$ cat src/rtl/proc_pkg.sv
// Shared definitions for the instruction fetch sequencer.
//   state_e        : sequencer FSM states, encoded as seen on the state port.
//   ICODE_HALT_DEF : default opcode (top nibble of a word) that ends a run.
//   OPC_W          : width of the opcode field at the top of each word.
package proc_pkg;

  typedef enum logic [1:0] {
    ST_IDLE  = 2'd0,
    ST_RUN   = 2'd1,
    ST_PAUSE = 2'd2,
    ST_DONE  = 2'd3
  } state_e;

  localparam logic [3:0]  ICODE_HALT_DEF = 4'h0;
  localparam int unsigned OPC_W          = 4;

endpackage

$ cat src/rtl/imem_ram.sv
// Instruction storage: one write port and two synchronous read ports.
//   clock, resetn   : clock and synchronous active-low reset (readback only)
//   we_i/waddr_i/wdata_i : program load port
//   faddr_i/fdata_o : fetch port, data registered at the clock edge
//   raddr_i/rdata_o : readback port, data registered at the clock edge
// Reads are read-first: a read of the address being written returns old data.
module imem_ram #(
  parameter  int unsigned DATA_W = 32,
  parameter  int unsigned DEPTH  = 16,
  localparam int unsigned AW     = $clog2(DEPTH)
) (
  input  logic              clock,
  input  logic              resetn,
  input  logic              we_i,
  input  logic [AW-1:0]     waddr_i,
  input  logic [DATA_W-1:0] wdata_i,
  input  logic [AW-1:0]     faddr_i,
  output logic [DATA_W-1:0] fdata_o,
  input  logic [AW-1:0]     raddr_i,
  output logic [DATA_W-1:0] rdata_o
);

  logic [DATA_W-1:0] mem_q [DEPTH];
  logic [DATA_W-1:0] fdata_q;
  logic [DATA_W-1:0] rdata_q;

  // NOTE: the array has no reset so it maps onto RAM macros; a reset loop
  // over every entry would force it into flops.
  // NOTE: sequential state uses non-blocking assignments so every register
  // samples pre-edge values regardless of process ordering.
  always_ff @(posedge clock) begin
    if (we_i) begin
      mem_q[waddr_i] <= wdata_i;
    end
  end

  // The fetch register is internal pipeline data; its value before the first
  // issue is never used, so it carries no reset.
  always_ff @(posedge clock) begin
    fdata_q <= mem_q[faddr_i];
  end

  always_ff @(posedge clock) begin
    if (!resetn) begin
      rdata_q <= '0;
    end else begin
      rdata_q <= mem_q[raddr_i];
    end
  end

  assign fdata_o = fdata_q;
  assign rdata_o = rdata_q;

endmodule

$ cat src/rtl/imem_fetch_seq.sv
// Instruction fetch sequencer with program load, breakpoint and single-step.
//   clock, resetn      : clock, synchronous active-low reset
//   addr, wr, wdata    : program load (IDLE only) and readback address
//   working            : run enable level; low returns to IDLE
//   step_mode, step    : single-step control; step releases one word in PAUSE
//   bp_en, bp_addr     : breakpoint on fetch address
//   stall              : downstream back-pressure, freezes issue outputs
//   instr, instr_valid : issued word and its qualifier
//   pc                 : next fetch address
//   state              : FSM state (IDLE/RUN/PAUSE/DONE)
//   rdata              : registered mem[addr]
//   prog_len           : highest written address + 1
module imem_fetch_seq
  import proc_pkg::*;
#(
  parameter  int unsigned DATA_W     = 32,
  parameter  int unsigned DEPTH      = 16,
  parameter  logic [3:0]  ICODE_HALT = ICODE_HALT_DEF,
  localparam int unsigned AW         = $clog2(DEPTH)
) (
  input  logic              clock,
  input  logic              resetn,
  input  logic [AW-1:0]     addr,
  input  logic              wr,
  input  logic [DATA_W-1:0] wdata,
  input  logic              working,
  input  logic              step_mode,
  input  logic              step,
  input  logic              bp_en,
  input  logic [AW-1:0]     bp_addr,
  input  logic              stall,
  output logic [DATA_W-1:0] instr,
  output logic              instr_valid,
  output logic [AW-1:0]     pc,
  output logic [1:0]        state,
  output logic [DATA_W-1:0] rdata,
  output logic [AW:0]       prog_len
);

  state_e            state_q, state_d;
  logic [AW-1:0]     pc_q, pc_d;
  logic [DATA_W-1:0] instr_q, instr_d;
  logic              valid_q, valid_d;
  logic [AW:0]       prog_len_q, prog_len_d;
  logic              step_pend_q, step_pend_d;
  // Set when pc wrapped past DEPTH-1; prog_len can equal DEPTH, which an
  // AW-bit pc never matches, so the wrap is remembered explicitly.
  logic              wrap_q, wrap_d;

  logic              mem_we;
  logic [AW:0]       len_cand;
  logic [DATA_W-1:0] fetch_data;
  logic              at_end, is_halt, bp_hit, step_req, do_issue;

  // The fetch port is addressed with pc_d, so during any cycle fetch_data
  // already holds mem[pc_q] and halt detection needs no extra cycle.
  imem_ram #(
    .DATA_W (DATA_W),
    .DEPTH  (DEPTH)
  ) u_ram (
    .clock   (clock),
    .resetn  (resetn),
    .we_i    (mem_we),
    .waddr_i (addr),
    .wdata_i (wdata),
    .faddr_i (pc_d),
    .fdata_o (fetch_data),
    .raddr_i (addr),
    .rdata_o (rdata)
  );

  assign mem_we   = (state_q == ST_IDLE) && wr;
  assign len_cand = {1'b0, addr} + (AW+1)'(1);
  assign at_end   = wrap_q || ({1'b0, pc_q} == prog_len_q);
  assign is_halt  = (fetch_data[DATA_W-1 -: OPC_W] == ICODE_HALT);
  assign bp_hit   = bp_en && (pc_q == bp_addr);
  assign step_req = step || step_pend_q;

  always_comb begin
    // NOTE: every variable gets a default before any branch so no path
    // leaves one unassigned, which would infer a latch.
    state_d     = state_q;
    pc_d        = pc_q;
    instr_d     = instr_q;
    valid_d     = 1'b0;
    prog_len_d  = prog_len_q;
    step_pend_d = 1'b0;
    wrap_d      = wrap_q;
    do_issue    = 1'b0;

    if (mem_we && (len_cand > prog_len_q)) begin
      prog_len_d = len_cand;
    end

    if (!working) begin
      state_d = ST_IDLE;
    end else begin
      unique case (state_q)
        ST_IDLE: begin
          state_d = ST_RUN;
          pc_d    = '0;
          wrap_d  = 1'b0;
        end
        ST_RUN: begin
          // valid_q in RUN means a word was issued at the last edge; in
          // step mode that is the one word RUN may issue before parking.
          // The breakpoint cannot re-fire on the same arrival because every
          // exit from PAUSE issues and so moves pc first.
          if (stall) begin
            valid_d = valid_q;
          end else if (at_end) begin
            state_d = ST_DONE;
          end else if (bp_hit) begin
            state_d = ST_PAUSE;
          end else if (step_mode && valid_q) begin
            state_d = ST_PAUSE;
          end else if (is_halt) begin
            state_d = ST_DONE;
          end else begin
            do_issue = 1'b1;
          end
        end
        ST_PAUSE: begin
          // Issue passes through RUN for one cycle so instr_valid is never
          // high while the state reads PAUSE.
          if (step_req) begin
            if (stall) begin
              step_pend_d = 1'b1;
            end else if (at_end || is_halt) begin
              state_d = ST_DONE;
            end else begin
              do_issue = 1'b1;
              state_d  = ST_RUN;
            end
          end
        end
        ST_DONE: begin
          state_d = ST_DONE;
        end
        default: begin
          state_d = ST_IDLE;
        end
      endcase
    end

    if (do_issue) begin
      instr_d = fetch_data;
      valid_d = 1'b1;
      pc_d    = pc_q + 1'b1;
      wrap_d  = (pc_q == AW'(DEPTH - 1));
    end
  end

  always_ff @(posedge clock) begin
    if (!resetn) begin
      state_q     <= ST_IDLE;
      pc_q        <= '0;
      instr_q     <= '0;
      valid_q     <= 1'b0;
      prog_len_q  <= '0;
      step_pend_q <= 1'b0;
      wrap_q      <= 1'b0;
    end else begin
      state_q     <= state_d;
      pc_q        <= pc_d;
      instr_q     <= instr_d;
      valid_q     <= valid_d;
      prog_len_q  <= prog_len_d;
      step_pend_q <= step_pend_d;
      wrap_q      <= wrap_d;
    end
  end

  assign instr       = instr_q;
  assign instr_valid = valid_q;
  assign pc          = pc_q;
  assign state       = state_q;
  assign prog_len    = prog_len_q;

endmodule

$ cat config.mk
export PLATFORM = sky130hd
export DESIGN_NAME = imem_fetch_seq
export DESIGN_NICKNAME = d
export VERILOG_FILES = /design/src/rtl/proc_pkg.sv /design/src/rtl/imem_ram.sv /design/src/rtl/imem_fetch_seq.sv
export SDC_FILE = /design/constraint.sdc
export NUM_CORES = 1
export LEC_CHECK = 0
export ABC_AREA = 0
export CELL_PAD_IN_SITES_DETAIL_PLACEMENT = 1
export CELL_PAD_IN_SITES_GLOBAL_PLACEMENT = 1
export CORE_ASPECT_RATIO = 1.75
export CORE_MARGIN = 5
export CORE_UTILIZATION = 56
export CTS_CLUSTER_SIZE = 28
export DETAILED_ROUTE_END_ITERATION = 8
export GPL_TIMING_DRIVEN = 0
export PLACE_DENSITY = 0.87
export SLEW_MARGIN = 40
export SYNTH_ARGS = -nofsm -noshare
export SYNTH_HDL_FRONTEND = slang
export SYNTH_SLANG_ARGS = --single-unit
$ cat constraint.sdc
create_clock -name clock -period 11.65 [get_ports clock]
set_clock_uncertainty 0.2 [all_clocks]
set_input_delay 2.33 -clock clock [delete_from_list [all_inputs] [get_ports clock]]
set_output_delay 2.33 -clock clock [all_outputs]
set_load 0.01 [all_outputs]
# Word level (Yosys, flattened, before mapping)
# Memory sizes are Yosys's and may differ from the RTL's. A register that Yosys moved wholly into a read port is not among the register bits.
# Cells that the tools add are included.
classes:
  n_eq_ne: 11
  n_lt_le_gt_ge: 1
  n_reduce_logical: 16
  mux: 32
  add_sub_neg: 2
ops:
  columns: ["op", "n"]
  rows:
  - ["$mux W1", 19]
  - ["$mux W2", 8]
  - ["$mux W4", 3]
  - ["$pmux W2 S4", 1]
  - ["$reduce_and A4 Y1", 2]
  - ["$ne A2 B2 Y1 const B", 3]
  - ["$add A4 B1 Y5 const B", 1]
  - ["$eq A4 B5 Y1", 1]
  - ["$gt A5 B5 Y1", 1]
  - ["$ne A5 B5 Y1 const B", 1]
  - ["$add A4 B1 Y4 const B", 1]
  - ["$eq A2 B2 Y1 const B", 2]
  - ["$eq A4 B4 Y1", 1]
  - ["$eq A4 B4 Y1 const B", 1]
  - ["$logic_and A1 B1 Y1", 4]
  - ["$logic_not A4 Y1", 1]
  - ["$ne A4 B4 Y1 const B", 1]
  - ["$reduce_and A2 Y1", 2]
  - ["$reduce_bool A2 Y1", 2]
  - ["$logic_or A1 B1 Y1", 3]
  - ["$eq A2 B1 Y1 const B", 1]
  - ["$logic_not A2 Y1", 1]
  - ["$pmux W1 S2", 1]
  - ["$logic_not A1 Y1", 1]
totals:
  mem_count: 1
  word_cells: 70
  ram_bits: 512
  out_inout_bits: 76
  in_bits: 48
  ff_bits: 46
memory_table:
  columns: ["name", "words", "word_bits", "read_ports", "rd_clocked_by_memory_dff", "write_ports", "line_no", "text"]
  rows:
  - ["u_ram.mem_q", 16, 32, 2, 2, 1, "imem_ram.sv:23", "logic [DATA_W-1:0] mem_q [DEPTH];"]

# Depth between registers and ports, before layout
# Gate-level depths: netlist (run 1).
depth:
  ltp_word: 10
  depth_mapped: 14
  ltp_nobuf: 11

# Hierarchy
# From an unflattened synthesis (run 1), not the netlist that was laid out.
unflattened:
  hier_cells: 1648
  area_unflattened_um2: 26847.0
by_module_without_submodules:
  columns: ["mod", "instances", "area_per_inst_um2", "seq_area_each_um2", "cells_per_inst"]
  rows:
  - ["imem_ram", 1, 24738.7, 16656.0, 1384]
  - ["imem_fetch_seq", 1, 2108.3, 920.9, 264]

# Worst setup path after synthesis (run 1)
# Ideal clock, no wire load.
synth_timing:
  path_type: "in2reg"
  startpoint: "in addr[1]"
  endpoint: "mem u_ram.mem_q[1][0] (enable)"
  t_required_ns: 10.989
  path_buffers: 2
  setup_ns: 0.461
  path_stages: 6
  path_slack_ns: 5.630
  arrival_time_ns: 5.359
  path_cell_list: "clkbuf_1 clkbuf_1 inv_1 ha_1 nand3_1 nor3_1"
synth_lines:
  columns: ["item", "line_no", "text"]
  rows:
  - ["from (decl)", "imem_fetch_seq.sv:23", "input logic [AW-1:0] addr,"]
  - ["to (decl)", "imem_ram.sv:23", null]
# No word-level cell before the write port.

# Final worst setup path (run 1)
layout_timing:
  startpoint: "in addr[1]"
  endpoint: "reg prog_len_q[2], in the netlist prog_len[2]"
layout_between:
  elab_chain_len: 3
layout_lines:
  columns: ["item", "line_no", "text"]
  rows:
  - ["$add A4 B1 Y5", "imem_fetch_seq.sv:73", "assign len_cand = {1'b0, addr} + (AW+1)'(1);"]
  - ["via len_cand[1]", "imem_fetch_seq.sv:51", "logic [AW:0] len_cand;"]
  - ["$gt A5 B5 Y1", "imem_fetch_seq.sv:91", "if (mem_we && (len_cand > prog_len_q)) begin"]
  - ["$logic_and A1 B1 Y1", "imem_fetch_seq.sv:91", null]
  - ["to (signal assigned)", "imem_fetch_seq.sv:168", "prog_len_q <= prog_len_d;"]
  - ["to (decl)", "imem_fetch_seq.sv:44", "logic [AW:0] prog_len_q, prog_len_d;"]
# The timed path passes the listed nets, and every way through them passes these cells.
# A chain may end at the register's enable or synchronous reset.

==> summary.txt, run 1 <==
Worst rel slew slack: 35.69%
Status: finished clean
Synthesized area: 27,440 um2
Hpwl dp: 73,530 um
Slew @ Worst Pin: 0.9646 ns
Register area share after synthesis: 64.05%
Drt pass-1 iters: 6
Port bufs: 120
CP Class: primary input to flop
Max-cap violation count: 0
Fmax: 0.1546 GHz
Yosys cell types: 46
Setup TNS: 0 ns
Final hold violations: 0
Final Max Slew Viols: 0
Overall Global Routing Usage: 40.68%
Post-Syn Instances: 1,781
Final Setup Violations: 0
Core area: 48,600 um2
GR Overflow Total: 0
Internal power component: 3.675 mW
Most frequent cells in the layout: edfxtp_1, nand2_1, mux4_2
# hold bufs at CTS: 0
R2R Path Start: state[0]$_SDFFE_PN0P_
Worst EP arrival: 6.79 ns
1st-iter DRT viols: 3,567
Footprint of the multi-input gates: 9230 um2
Remaining DRCs: 0
Clock tree sinks: 622
Crit. End Element: flop
Element type at the critical path start: primary input
Avg Inst Size Synth: 15.41 um2
Worst Setup Slack post-DPL: 4.438 ns
Cell chosen for the clock root: clkbuf_16
Sequential Power Share: 51.6%
Clock Power Share: 41.4%
P_leak: 10.77 nW
Worst Path Max Fanout: 10
Wirelength per Cell: 40.68 um
Vias per cell: 7.759
CTS resizes: 0
Nets: 2,076
Post-DRT Antenna Nets: 0
Crit path time final: 6.470 ns
Unrepaired setup endpoints after global routing: false
Clk Latency, worst-skew pair: 0.64 ns
Number of synthesized flops with an enable pin: 512
Yosys warnings: 0
P_sw: 1.090 mW
Largest net degree at the start of global routing: 24
VDD IR max: 0.1462 mV
Die Y: 302.9 um
Vias in the first global route: 22,270
Starting Density: 56.47%
Sw Ratio: 22.87%
Initial antenna violation count: 3
Post-Route WL: 110,600 um
Comb pwr share: 6.9%
Syn_nets: 1,843
Hold Crit Class: flop to flop
TritonCTS clock tree: yes
Fin crit share: 55.53%
Min-delay src: u_ram.fdata_o[26]$_DFF_P_
Beginning of the critical path: addr[1]
Synth Register Bits: 622
Clock slew at reported path FFs: 0.07 ns
Async SR Flop Fraction: 0%
First-pass GRT wire length: 155,400 um
CTS buffer count: 56
Area grow syn2layout: 17.99%
Vias: 21,110
Setup ws final: 5.180 ns
Primary FF master, synth: edfxtp_1
Die X: 177.3 um
Htree depth: 2
Clk buf depth: 3
Filler cell count: 4,350
Pwr/cell area: 147.2 nW/um2
Routability congestion estimate from global placement: 0.9228
Total die area: 53,710 um2
Placement row count: 107
Fraction of layout cells with a size suffix above 1: 20.66%
Register area: 17,580 um2
Post-CTS Setup Inserts: 0
I/O pin cnt: 124
Commonest non-fill, non-tap cell in the layout: edfxtp_1
Req. time, crit path: 11.97 ns
[Yosys cell counts (6+ instances only)]
cell	instances	area, um2
nand3_1	8	40.04
buf_6	14	157.7
edfxtp_1	512	15370
a21oi_1	132	660.6
ha_1	14	175.2
nor3_1	10	50.05
xnor2_1	8	70.07
inv_1	11	41.29
mux2i_1	102	1021
a211oi_1	32	240.2
buf_2	35	175.2
a221oi_1	128	1121
clkbuf_1	83	311.6
or4_1	33	247.7
nor2_1	19	71.32
and2_1	69	431.7
nor2b_1	6	37.54
dfxtp_1	110	2202
nand2_1	206	773.2
buf_1	15	56.30
a21boi_0	34	255.2
mux4_2	160	3603
[cell families (layout without fill, tap and decap cells)]
group / Yosys count / after routing / share of synthesized area (%)
other: 0 / 4 / 0
adders and majority gates: 14 / 14 / 0.6383
muxes: 264 / 264 / 16.94
and+or+nand+nor: 363 / 363 / 6.328
xor gates and xnor gates: 12 / 12 / 0.3830
AOI/OAI and AO/OA: 346 / 346 / 8.904
buffers and inverters: 160 / 441 / 2.758
DFF: 622 / 622 / 64.05
[critical path: stages]
cell and delay (ns):
clkdlybuf4s50_1 0.87, clkbuf_1 0.70, clkbuf_2 0.56, inv_1 0.15, ha_1 0.35, ha_1 0.30
nor2b_1 0.15, o21a_1 0.12, o21ai_0 0.08, nand2b_1 0.08, a21oi_1 0.07, a311oi_2 0.62
mux2i_1 0.31, nor2b_1 0.08
[through the flow]
stage	utilization (%)	instances	cell area [um2]	hold slack [ns]	total power, mW
global placement	60.63	2555	29460	0.2304	2.791
CTS	66.55	2715	32340	0.2544	4.736
floorplan	-	1781	27440	0.2264	2.660
finish	66.63	2720	32380	0.2515	4.766
detailed placement	62.65	2609	30440	0.2438	2.824
global route	66.62	2718	32380	0.2788	4.856
[flip-flops by register name, indices dropped and copies added, names as in the netlist]
signal,flops
instr,32
u_ram.mem_q,512
prog_len,5
pc,4
instr_valid,1
wrap_q,1
step_pend_q,1
state,2
u_ram.fdata_o,32
u_ram.rdata_o,32
[area by class of cell]
cell class | instances | share of cell area, %
buffer | 149 | 2.384
sequential | 622 | 54.28
clock inverter | 32 | 1.066
antenna | 4 | 0.03091
inverter | 11 | 0.1275
clock buffer | 74 | 4.799
timing repair buffer | 175 | 6.279
tap | 654 | 2.527
multi-input combinational | 999 | 28.50
[routing by layer]
layer / wire [um] / vias up / global-route usage (%)
li1: - / 7625 / -
met1: 32540 / 10300 / 43.97
met2: 51590 / 2360 / 65.21
met3: 13750 / 824 / 11.28
met4: 12760 / 0 / 35.74
met5: 0 / - / 0.3704
[path summary, 6_finish.rpt]
path	depth (start not counted)	slack, ns	to
max	14	5.18	prog_len[2]$_SDFFE_PN0P_
min	2	0.25	instr[26]$_SDFFE_PN0P_
max reg2reg	11	7.08	u_ram.fdata_o[31]$_DFF_P_
min reg2reg	2	0.25	instr[26]$_SDFFE_PN0P_
[power groups by stage]
stage / logic, mW / registers (mW) / clock network, mW
2_1_floorplan: 0.153 / 2.51 / 0
3_5_place_dp: 0.317 / 2.51 / 0
3_3_place_gp: 0.286 / 2.50 / 0
6_report: 0.331 / 2.46 / 1.97
5_1_grt: 0.338 / 2.46 / 2.06
4_1_cts: 0.322 / 2.46 / 1.95
No activity file was read; power rests on OpenSTA's default activity.
==> run 2: changes to the inputs <==
CORE_UTILIZATION = 47   (was 56)
PLACE_DENSITY = 0.78   (was 0.87)
clock period = 5.8 ns   (was 11.65 ns; I/O delays follow)
==> summary.txt, run 2 (synthesis results as in run 1) <==
Final hold violations: 0 (unchanged)
Hold_ws: 0.2487 ns (was 0.2515 ns)
Htree depth: 2 (unchanged)
Core area: 57,970 um2 (was 48,600 um2)
Post-DRT Antenna Nets: 0 (unchanged)
Pwr/cell area: 293.4 nW/um2 (was 147.2 nW/um2)
Die Y: 329.7 um (was 302.9 um)
Clk Latency, worst-skew pair: 0.62 ns (was 0.64 ns)
Max-cap violation count: 0 (unchanged)
Commonest non-fill, non-tap cell in the layout: edfxtp_1 (unchanged)
Sw Ratio: 21.92% (was 22.87%)
Worst Path Max Fanout: 10 (unchanged)
Largest Register: u_ram.mem_q (unchanged)
Die X: 192.7 um (was 177.3 um)
Starting Density: 47.34% (was 56.47%)
GR Overflow Total: 0 (unchanged)
CTS resizes: 0 (unchanged)
Nets: 2,071 (was 2,076)
Comb pwr share: 6.7% (was 6.9%)
Drt pass-1 iters: 5 (was 6)
VDD IR max: 0.2550 mV (was 0.1462 mV)
1st-iter DRT viols: 2,548 (was 3,567)
Post-CTS Setup Inserts: 0 (unchanged)
P_sw: 2.088 mW (was 1.090 mW)
CP max stage delay: 0.81 ns (was 0.87 ns)
Total die area: 63,510 um2 (was 53,710 um2)
Worst Path Buf+Inv: 4 (unchanged)
Clock Power Share: 41.4% (about the same)
Unrepaired setup endpoints after global routing: false (unchanged)
TritonCTS clock tree: yes (unchanged)
Vias: 19,420 (was 21,110)
Worst EP arrival: 5.39 ns (was 6.79 ns)
# hold bufs at CTS: 0 (unchanged)
Fmax: 0.1972 GHz
P_leak: 10.71 nW (was 10.77 nW)
CTS buffer count: 55 (was 56)
Fin crit share: 87.45%
Hpwl dp: 70,820 um (was 73,530 um)
Port bufs: 120 (unchanged)
Worst rel slew slack: 36.81% (was 35.69%)
Clock tree sinks: 622 (unchanged)
Clk buf depth: 3 (unchanged)
Most frequent cells in the layout: edfxtp_1, nand2_1, mux4_2 (unchanged)
Vias per cell: 6.863 (was 7.759)
CP top delay family: buffers and inverters (unchanged)
Largest net degree at the start of global routing: 22 (was 24)
Req. time, crit path: 6.11 ns (was 11.97 ns)
Area grow syn2layout: 18.30% (was 17.99%)
Overall Global Routing Usage: 31.68% (was 40.68%)
Status: finished clean (unchanged)
I/O pin cnt: 124 (unchanged)
CP Class: primary input to flop (unchanged)
Fin cells: 2,829 (was 2,720)
Hold Crit Class: flop to flop (unchanged)
Crit. End Element: flop (unchanged)
Fraction of layout cells with a size suffix above 1: 20.15% (was 20.66%)
Routability congestion estimate from global placement: 0.8958 (was 0.9228)
Slew @ Worst Pin: 0.9479 ns (was 0.9646 ns)
Cell chosen for the clock root: clkbuf_16 (unchanged)
Vias in the first global route: 21,000 (was 22,270)
Element type at the critical path start: primary input (unchanged)
Max FFs per register: 512 (unchanged)
Wirelength per Cell: 35.79 um (was 40.68 um)
Remaining DRCs: 0 (unchanged)
Crit-path cells: clkdlybuf4s50_1 > clkbuf_1 > clkbuf_2 > inv_1 > ha_1 > ha_1 > nor2b_1 > o21a_1 > o21ai_0 > nand2b_1 > a21oi_1 > a311oi_2 > mux2i_1 > nor2b_1 (unchanged)
Crit path time final: 5.072 ns
Clock slew at reported path FFs: 0.06 ns (was 0.07 ns)
Final Max Slew Viols: 0 (unchanged)
Final Setup Violations: 0 (unchanged)
Initial antenna violation count: 4 (was 3)
Crit-path slowest cell: clkdlybuf4s50_1 (unchanged)
Post-Route WL: 101,200 um (was 110,600 um)
Placed cell count: 2,725 (was 2,609)
Internal power component: 7.439 mW (was 3.675 mW)
Placement row count: 117 (was 107)
Sequential Power Share: 51.8% (was 51.6%)
First-pass GRT wire length: 144,100 um (was 155,400 um)
-- run 2: cell types whose count changed in the layout (fill, tap and decap cells not counted), sizes merged, moves of 3 or more --
cell      previous run  this run
clkinv              22        12
clkbuf             157       163
diode                4         1
clkinvlp             0         3
buf                121       116
inv                 14        11
-- run 2: power groups by stage --
stage / Combinational [mW] / Sequential, mW / Clock, mW
after global routing: 0.665 / 4.94 / 4.16
after global placement: 0.581 / 5.03 / 0
after CTS: 0.637 / 4.94 / 3.96
after detailed placement: 0.631 / 5.03 / 0
final: 0.642 / 4.94 / 3.95
after floorplan: 0.307 / 5.04 / 0
-- run 2: cell type report --
class,count,area (um2)
Fill cell,5463,25510
Sequential cell,622,17580
Multi-Input combinational cell,999,9230
Timing Repair Buffer,171,1974
Clock buffer,79,1549
Tap cell,773,967.2
Buffer,149,770.7
Clock inverter,24,352.8
Inverter,11,41.29
Antenna cell,1,2.502
-- run 2: metal layers --
layer,GRT usage [%],wire length [um],vias up
met3,5.509,9552,513
met1,35.95,32240,9780
met2,53.09,49800,1522
met4,23.70,9626,4
li1,-,-,7597
met5,0,25,-
-- run 2: per-stage QoR --
stage	instance area [um2]	util, %	power [mW]	TNS (ns)	setup slack, ns
floorplan	27440	-	5.343	0	0.9504
global placement	29610	51.08	5.614	-743.26	-2.795
detailed placement	30550	52.70	5.665	0	0.1969
CTS	32450	55.98	9.538	0	0.7941
global route	32460	56.00	9.763	0	0.5305
finish	32460	56.00	9.527	0	0.7282
-- run 2: final timing paths --
check	endpoint	slack (ns)	startpoint	cells past startpoint
max	prog_len[1]$_SDFFE_PN0P_	0.73	addr[1]	14
min reg2reg	instr[8]$_SDFFE_PN0P_	0.25	u_ram.fdata_o[8]$_DFF_P_	2
min	instr[8]$_SDFFE_PN0P_	0.25	u_ram.fdata_o[8]$_DFF_P_	2
max reg2reg	u_ram.fdata_o[12]$_DFF_P_	1.32	state[0]$_SDFFE_PN0P_	11
-- run 2: worst min-delay path, delay by kind of cell (launching register included) --
family             cells  cell delay, ns
DFF                    1            0.30
AOI/OAI and AO/OA      1            0.06
and+or+nand+nor        1            0.04
==> run 3: changes to the inputs <==
CELL_PAD_IN_SITES_DETAIL_PLACEMENT = 0   (was 1)
CORE_MARGIN = 2   (was 5)
SLEW_MARGIN = 0   (was 40)
==> summary.txt, run 3 (synthesis results as in run 1) <==
Setup ws final: 0.5240 ns (was 0.7282 ns)
I/O pin cnt: 124 (unchanged)
Crit. End Element: flop (unchanged)
Clk buf depth: 3 (unchanged)
Crit path time final: 5.276 ns (was 5.072 ns)
Hold Crit Class: flop to flop (unchanged)
CP Class: primary input to flop (unchanged)
Max FFs per register: 512 (unchanged)
First-pass GRT wire length: 128,200 um (was 144,100 um)
Clk Latency, worst-skew pair: 0.61 ns (was 0.62 ns)
Hpwl dp: 63,190 um (was 70,820 um)
Starting Density: 47.34% (unchanged)
Clock tree sinks: 622 (unchanged)
Area grow syn2layout: 17.18% (was 18.30%)
Worst Path Buf+Inv: 4 (unchanged)
VDD IR max: 0.2384 mV (was 0.2550 mV)
CTS buffer count: 54 (was 55)
Crit-path slowest cell: clkbuf_1 (was clkdlybuf4s50_1)
Worst rel slew slack: 1.437% (was 36.81%)
Post-Route WL: 91,090 um (was 101,200 um)
1st-iter DRT viols: 2,315 (was 2,548)
Die Y: 323.7 um (was 329.7 um)
Clock slew at reported path FFs: 0.07 ns (was 0.06 ns)
Element type at the critical path start: primary input (unchanged)
Routability congestion estimate from global placement: 0.8978 (was 0.8958)
Worst Setup Slack post-DPL: -0.3497 ns (was 0.1969 ns)
Nets: 2,049 (was 2,071)
Reg-to-reg slack, setup: 1.16 ns (was 1.32 ns)
Wirelength per Cell: 32.44 um (was 35.79 um)
Largest net degree at the start of global routing: 22 (unchanged)
Setup TNS: 0 ns (unchanged)
Fraction of layout cells with a size suffix above 1: 17.36% (was 20.15%)
GR Overflow Total: 0 (unchanged)
Fin crit share: 90.97% (was 87.45%)
Total die area: 60,420 um2 (was 63,510 um2)
CP top delay family: buffers and inverters (unchanged)
Worst Path Max Fanout: 10 (unchanged)
Placement row count: 117 (unchanged)
Crit-path cells: clkdlybuf4s50_1 > clkbuf_1 > clkbuf_1 > inv_1 > ha_1 > ha_1 > nor2b_1 > o21a_1 > o21ai_0 > nand2b_1 > a21oi_1 > a311oi_2 > mux2i_1 > nor2b_1 (was clkdlybuf4s50_1 > clkbuf_1 > clkbuf_2 > inv_1 > ha_1 > ha_1 > nor2b_1 > o21a_1 > o21ai_0 > nand2b_1 > a21oi_1 > a311oi_2 > mux2i_1 > nor2b_1)
Cell chosen for the clock root: clkbuf_16 (unchanged)
Post-DRT Antenna Nets: 0 (unchanged)
Die X: 186.7 um (was 192.7 um)
Port bufs: 120 (unchanged)
Core area: 57,970 um2 (unchanged)
Filler cell count: 4,663 (was 5,463)
P_leak: 10.43 nW (was 10.71 nW)
Unrepaired setup endpoints after global routing: false (unchanged)
Vias per cell: 6.629 (was 6.863)
Final hold violations: 0 (unchanged)
Placed cell count: 2,704 (was 2,725)
Vias in the first global route: 19,140 (was 21,000)
Max-cap violation count: 0 (unchanged)
Slew @ Worst Pin: 1.478 ns (was 0.9479 ns)
Htree depth: 2 (unchanged)
Status: finished clean (unchanged)
CP max stage delay: 0.80 ns (was 0.81 ns)
TritonCTS clock tree: yes (unchanged)
Drt pass-1 iters: 6 (was 5)
Remaining DRCs: 0 (unchanged)
Most frequent cells in the layout: edfxtp_1, nand2_1, mux4_2 (unchanged)
Pwr/cell area: 293.5 nW/um2 (was 293.4 nW/um2)
Worst EP arrival: 5.57 ns (was 5.39 ns)
Final Setup Violations: 0 (unchanged)
Vias: 18,610 (was 19,420)
Fin cells: 2,808 (was 2,829)
Final Max Slew Viols: 0 (unchanged)
Fmax: 0.1895 GHz (was 0.1972 GHz)
Req. time, crit path: 6.10 ns (was 6.11 ns)
Initial antenna violation count: 5 (was 4)
Largest Register: u_ram.mem_q (unchanged)
Overall Global Routing Usage: 29.76% (was 31.68%)
Commonest non-fill, non-tap cell in the layout: edfxtp_1 (unchanged)
## run 3: changes by cell type in the layout (fill, tap and decap cells not counted), sizes merged
cell,change
diode,+1
inv,+4
clkinvlp,+3
clkinv,-1
clkbuf,-6
buf,-20
bufinv,-2
## run 3: per-layer routing
metal | GRT usage [%] | routed length (um) | vias to the layer above | part of all wire (%)
li1 | - | - | 7531 | -
met1 | 33.06 | 29930 | 9359 | 33
met2 | 51.80 | 45420 | 1294 | 50
met3 | 5.290 | 8355 | 423 | 9.2
met4 | 21.23 | 7352 | 6 | 8.1
met5 | 0 | 34 | - | 0.037
## run 3: repair_timing
action                     in CTS  in global routing
resized for setup               0                  1
hold endpoints to repair        0                  0
buffers inserted                0                  0
setup endpoints to repair       0                  5
hold buffers                    0                  0
## run 3: path summary, 6_finish.rpt
kind / cells after the start / to / start
worst min-delay path: 2 / instr[1]$_SDFFE_PN0P_ / u_ram.fdata_o[1]$_DFF_P_
worst max register to register: 11 / u_ram.fdata_o[12]$_DFF_P_ / state[0]$_SDFFE_PN0P_
worst min register to register: 2 / instr[1]$_SDFFE_PN0P_ / u_ram.fdata_o[1]$_DFF_P_
worst max-delay path: 14 / prog_len[2]$_SDFFE_PN0P_ / addr[1]
## run 3: tightest hold or removal path: stages, from the launching register on
cell	delay, ns
dfxtp_1	0.30
nand2_1	0.04
a21boi_0	0.06
## run 3: final cells by class
cell class | count | area (um2) | area share [%]
antenna | 2 | 5.005 | 0.01556
buffer | 149 | 715.7 | 2.225
clock buffer | 74 | 1560 | 4.852
clock inverter | 28 | 340.3 | 1.058
inverter | 11 | 41.29 | 0.1284
multi-input combinational | 999 | 9220 | 28.67
sequential | 622 | 17580 | 54.66
tap | 773 | 967.2 | 3.007
timing repair buffer | 150 | 1733 | 5.388
## run 3: through the flow
step           hold WS [ns]  util, %  power, mW  area, um2
3_3_place_gp         0.2373    51.08      5.612      29610
2_1_floorplan        0.2264        -      5.343      27440
6_report             0.2483    55.48      9.439      32160
3_5_place_dp         0.2408    52.18      5.642      30250
4_1_cts              0.2532    55.46      9.445      32150
5_1_grt              0.2694    55.47      9.656      32160
## run 3: report_power, final
part / switching, mW / internal (mW)
clock: 1.68 / 2.21
sequential: 0.0319 / 4.90
combinational: 0.348 / 0.270
total: 2.06 / 7.38
